### src/rtl/ex_writeback.sv
// ex_writeback: execute/writeback stage after the 16-bit ALU (flags, writeback, PC redirect, halt FSM).
// Optional retired-instruction counter enabled by defining RETIRE_COUNTER_EN.
`default_nettype none

module ex_writeback #(
  parameter int RADDR_W = 3
) (
  input  logic               clk,
  input  logic               rst_n,
  input  logic               in_valid,
  output logic               in_ready,
  input  logic               stall,
  input  logic [1:0]         op1,
  input  logic [2:0]         op2,
  input  logic [3:0]         opcode,
  input  logic [RADDR_W-1:0] rd,
  input  logic [15:0]        alu_out,
  input  logic               alu_s,
  input  logic               alu_z,
  input  logic               alu_c,
  input  logic               alu_v,
  input  logic               alu_hlt,
  output logic               wb_we,
  output logic [RADDR_W-1:0] wb_addr,
  output logic [15:0]        wb_data,
  output logic               pc_we,
  output logic [15:0]        pc_data,
  output logic               flag_s,
  output logic               flag_z,
  output logic               flag_c,
  output logic               flag_v,
  output logic               halted,
  input  logic               resume,
  output logic [15:0]        retired
);

  typedef enum logic [0:0] {
    RUN    = 1'b0,
    HALTED = 1'b1
  } state_t;

  state_t state;
  state_t state_next;

  logic accept;
  logic dec_wb;
  logic dec_flags;
  logic dec_pc;
  logic dec_halt;

  assign in_ready = (state == RUN) && !stall;
  assign accept   = in_valid && in_ready;
  assign halted   = (state == HALTED);

  // Halt takes priority over every other action of the instruction.
  always_comb begin
    dec_wb    = 1'b0;
    dec_flags = 1'b0;
    dec_pc    = 1'b0;
    dec_halt  = 1'b0;
    if (alu_hlt || (op1 == 2'b11 && opcode == 4'd15)) begin
      dec_halt = 1'b1;
    end else if (op1 == 2'b11) begin
      case (opcode)
        4'd0, 4'd1, 4'd2, 4'd3, 4'd4, 4'd6,
        4'd8, 4'd9, 4'd10, 4'd11: begin
          dec_wb    = 1'b1;
          dec_flags = 1'b1;
        end
        4'd5:    dec_flags = 1'b1;
        default: ;
      endcase
    end else if (op1 == 2'b10) begin
      case (op2)
        3'b000: dec_wb = 1'b1;
        3'b001: begin
          dec_wb    = 1'b1;
          dec_flags = 1'b1;
        end
        3'b010:                 dec_flags = 1'b1;
        3'b100, 3'b110, 3'b111: dec_pc    = 1'b1;
        default: ;
      endcase
    end
  end

  always_ff @(posedge clk or negedge rst_n) begin
    if (!rst_n) begin
      state <= RUN;
    end else begin
      state <= state_next;
    end
  end

  // A resume in HALTED wins; in_ready is low there so nothing is accepted that cycle.
  always_comb begin
    state_next = state;
    case (state)
      RUN:     if (accept && dec_halt) state_next = HALTED;
      HALTED:  if (resume)             state_next = RUN;
      default: state_next = RUN;
    endcase
  end

  always_ff @(posedge clk or negedge rst_n) begin
    if (!rst_n) begin
      wb_we   <= 1'b0;
      wb_addr <= '0;
      wb_data <= 16'h0000;
      pc_we   <= 1'b0;
      pc_data <= 16'h0000;
      flag_s  <= 1'b0;
      flag_z  <= 1'b0;
      flag_c  <= 1'b0;
      flag_v  <= 1'b0;
    end else begin
      wb_we <= accept && dec_wb;
      pc_we <= accept && dec_pc;
      if (accept && dec_wb) begin
        wb_addr <= rd;
        wb_data <= alu_out;
      end
      if (accept && dec_pc) begin
        pc_data <= alu_out;
      end
      if (accept && dec_flags) begin
        flag_s <= alu_s;
        flag_z <= alu_z;
        flag_c <= alu_c;
        flag_v <= alu_v;
      end
    end
  end

`ifdef RETIRE_COUNTER_EN
  logic [15:0] retire_cnt;

  always_ff @(posedge clk or negedge rst_n) begin
    if (!rst_n) begin
      retire_cnt <= 16'h0000;
    end else if (accept && retire_cnt != 16'hFFFF) begin
      retire_cnt <= retire_cnt + 16'd1;
    end
  end

  assign retired = retire_cnt;
`else
  assign retired = 16'h0000;
`endif

endmodule

`default_nettype wire

### config.mk
export PLATFORM = sky130hd
export DESIGN_NAME = ex_writeback
export DESIGN_NICKNAME = d
export VERILOG_FILES = /design/src/rtl/ex_writeback.sv
export SDC_FILE = /design/constraint.sdc
export NUM_CORES = 1
export LEC_CHECK = 0
export ABC_AREA = 1
export ABC_CLOCK_PERIOD_IN_PS = 2050
export BUFFER_PORTS_ARGS = -buffer_cell sky130_fd_sc_hd__buf_4
export CAP_MARGIN = 20
export CORE_MARGIN = 2
export CORE_UTILIZATION = 49
export DETAILED_ROUTE_END_ITERATION = 12
export PLACE_DENSITY_LB_ADDON = 0.2
export SETUP_SLACK_MARGIN = 0.5
export SYNTH_ARGS = -nofsm -noshare
export SYNTH_HDL_FRONTEND = slang
export SYNTH_SLANG_ARGS = --single-unit
### constraint.sdc
create_clock -name clk -period 2.05 [get_ports clk]
set_input_delay 0.1025 -clock clk [delete_from_list [all_inputs] [get_ports clk]]
set_output_delay 0.1025 -clock clk [all_outputs]
set_load 0.005 [all_outputs]
==> results.sh <==
export IMPL_status="completed"
export IMPL_synth_edff_count=0
export IMPL_avgSynthCellArea_um2=8.37
export IMPL_numCtsBuffers=5
export IMPL_ys_ff_latch=42
export IMPL_cp_required_ns=2.29
export IMPL_grt_max_degree=43
export IMPL_wl_per_cell_um=12.5
export IMPL_crit_type="flip-flop to flip-flop"
export IMPL_ys_seq_area_share_pct=54.6
export IMPL_yosys_top_cells_area="dfrtp_1, nand2_1, buf_4"
export IMPL_synth_largest_area_cell="dfrtp_1"
export IMPL_fmax_mhz=691
export IMPL_reg2reg_depth=8
export IMPL_die_y_um=66.7
export IMPL_synth_xor_area_share_pct=0
export IMPL_drt_pass1_iterations=4
export IMPL_r2r_end="wb_data[5]"
export IMPL_drtIter0Drc=129
export IMPL_place_inst=350
export IMPL_gp_congestion=0.831
export IMPL_critPathLaunchType="flip-flop"
export IMPL_hold_viol=0
export IMPL_end_kind="flip-flop"
export IMPL_track_usage_pct=21.2
export IMPL_drive_gt1_share_pct=31.8
export IMPL_fin_tns_setup_ns=0
export IMPL_hold_ws_ns=0.00259
export IMPL_cts_tree="built"
export IMPL_synth_fa_ha_area_share_pct=0
export IMPL_min_delay_start="alu_out[10]"
export IMPL_grt_pass1_wl_um=7020
export IMPL_cap_violations=0
export IMPL_drc=0
export IMPL_power_leakage_uw=0.00152
export IMPL_hold_class="primary input to flip-flop"
export IMPL_nNetsFinal=355
export IMPL_synth_compound_gate_area_share_pct=5.27
export IMPL_holdPathStages=3
export IMPL_die_area_mm2=0.00444
export IMPL_clkTransAtPathRegs_ns=0.08
export IMPL_netlist_instances=230
export IMPL_tightestPinTransition_ns=0.514
export IMPL_ir_worst_vdd_uv=476
export IMPL_grt_overflow=0
export IMPL_synthArstFlopShare_pct=100
export IMPL_coreArea_mm2=0.00372
export IMPL_yosysTopAreaCellShare_pct=54.6
export IMPL_num_antenna_cells=0
export IMPL_syn_to_final_growth_pct=39.2
export IMPL_finalCritPeriodShare_pct=70.6
export IMPL_ys_flop_type="dfrtp_1"
export IMPL_initial_core_util_pct=51.8
export IMPL_timing_rr_start="halted"
export IMPL_drt_vias_per_instance=4.77
export IMPL_h_tree_depth=2
export IMPL_ff2ff_setup_slack_ns=0.60
export IMPL_final_cell_count_no_fill=366
export IMPL_port_buffers=80
export IMPL_slew_violations=0
export IMPL_relSlewSlack_pct=65.7
export IMPL_ant_nets=0
export IMPL_rsz0062_at_grt="false"
export IMPL_clockBufferDepth=2
export IMPL_setup_viol=0
export IMPL_insertion_delay_ns=0.30
export IMPL_synth_yosys_warnings=0
export IMPL_synth_top_family_by_area="simple AND/OR/NAND/NOR gates"
export IMPL_ios=97
export IMPL_cellPowerDensity_mw_per_mm2=863
export IMPL_synth_simple_area_share_pct=28.3
export IMPL_cts_root_buf="clkbuf_8"
export IMPL_cp_max_fo=12
export IMPL_min_period_ns=1.45
export IMPL_synth_area_mux_share_pct=0
export IMPL_dp_hpwl_um=2980
export IMPL_cts_sink_count=42
export IMPL_antenna_found_initial=0
export IMPL_die_w_um=66.7
export IMPL_netlist_area_mm2=0.00192
export IMPL_cp_arrival_ns=1.69
export IMPL_clock_skew_ns=0.00802
export IMPL_rows=22
export IMPL_vias=1745
export IMPL_synthDistinctLibCells=19
export IMPL_worst_hold_path_endpoint="pc_data[10]"
export IMPL_wirelength_um=4570
export IMPL_grt_pass1_vias=1594
-- synth_stat cells (2+ instances only) --
library cell and n:
nand2_1 111, dfrtp_1 42, o21ai_0 19, buf_4 17
inv_1 10, nand3_1 8, nor2_1 5, buf_6 3
buf_2 2, clkbuf_1 2, nor2_2 2, nor2_4 2
-- per-stage QoR --
| step | util [%] | worst slack [ns] | power, uW | area [um2] |
|---|---|---|---|---|
| floorplan | - | 0.774 | 1300 | 1980 |
| global placement | 66.5 | 0.511 | 1660 | 2470 |
| detailed placement | 66.5 | 0.440 | 1670 | 2470 |
| CTS | 70.8 | 0.501 | 2320 | 2630 |
| global route | 72.1 | 0.479 | 2460 | 2680 |
| finish | 72.1 | 0.602 | 2310 | 2680 |
-- cell families after synthesis --
group                  after synthesis
other                                1
DFF                                 42
buffers and inverters               36
AOI/OAI and AO/OA                   20
and+or+nand+nor                    131
-- cell usage in the layout, fill, tap and decap left out, types with 2 or more instances in the layout --
master	synthesis	final
nand2_1	111	111
buf_4	17	81
dfrtp_1	42	42
o21ai_0	19	19
conb_1	1	16
inv_1	10	10
nand3_1	8	8
nor2_1	5	5
clkbuf_8	0	5
nor2_4	2	4
nor2_2	2	3
nand3_2	1	2
dlygate4sd3_1	0	2
buf_12	0	2
-- routing by layer --
metal / wire length [um] / global-route usage, %
met5: 0 / 0
met4: 93 / 9.18
met3: 356 / 4.90
met2: 2180 / 35.0
met1: 1940 / 26.5
-- layout make-up --
cell class	count	area, um2
clock buffers	6	72.6
clock inverters	2	37.5
fillers	317	1040
inverters	12	45.0
multi-input cells	171	744
flip-flops and latches	42	1050
well taps	48	60.1
repair buffers	85	668
-- flip-flops by register name (all words and copies together) (netlist names) --
| signal | flops |
|---|---|
| flag_c | 1 |
| flag_s | 1 |
| flag_v | 1 |
| flag_z | 1 |
| halted | 1 |
| pc_data | 16 |
| pc_we | 1 |
| wb_addr | 3 |
| wb_data | 16 |
| wb_we | 1 |
-- where the power goes --
part | internal, uW | total (uW) | switching, uW | leakage [uW]
clock network | 363 | 648 | 285 | 0.0000514
registers | 998 | 1090 | 88.1 | 0.000547
logic | 326 | 578 | 252 | 0.000921
-- worst max-delay path: stages, from the launching register on --
cell,delay [ns]
dfrtp_1,0.40
nor2_2,0.10
nand2_1,0.08
clkinv_1,0.15
nand3_4,0.12
buf_12,0.17
nor2_2,0.21
nand2_1,0.08
nand2_1,0.07
-- worst max-delay path by stage --
stage | from | cells past startpoint | end | slack (ns)
6_report | halted | 8 | wb_data[5] | 0.60
3_3_place_gp | halted | 7 | wb_data[1] | 0.51
5_1_grt | halted | 8 | wb_data[14] | 0.48
3_5_place_dp | halted | 7 | wb_data[7] | 0.44
4_1_cts | halted | 7 | wb_addr[2] | 0.50
2_1_floorplan | halted | 7 | wb_data[0] | 0.77
-- what timing repair did --
item	4_1_cts	5_1_grt
setup buffers	1	1
endpoints found under the hold margin	43	0
hold buffers	2	0
resized for setup	1	1
pin swaps	2	3
gates cloned	1	3
setup endpoints to repair	35	35
Note: power is estimated with default switching activity, not from simulation.
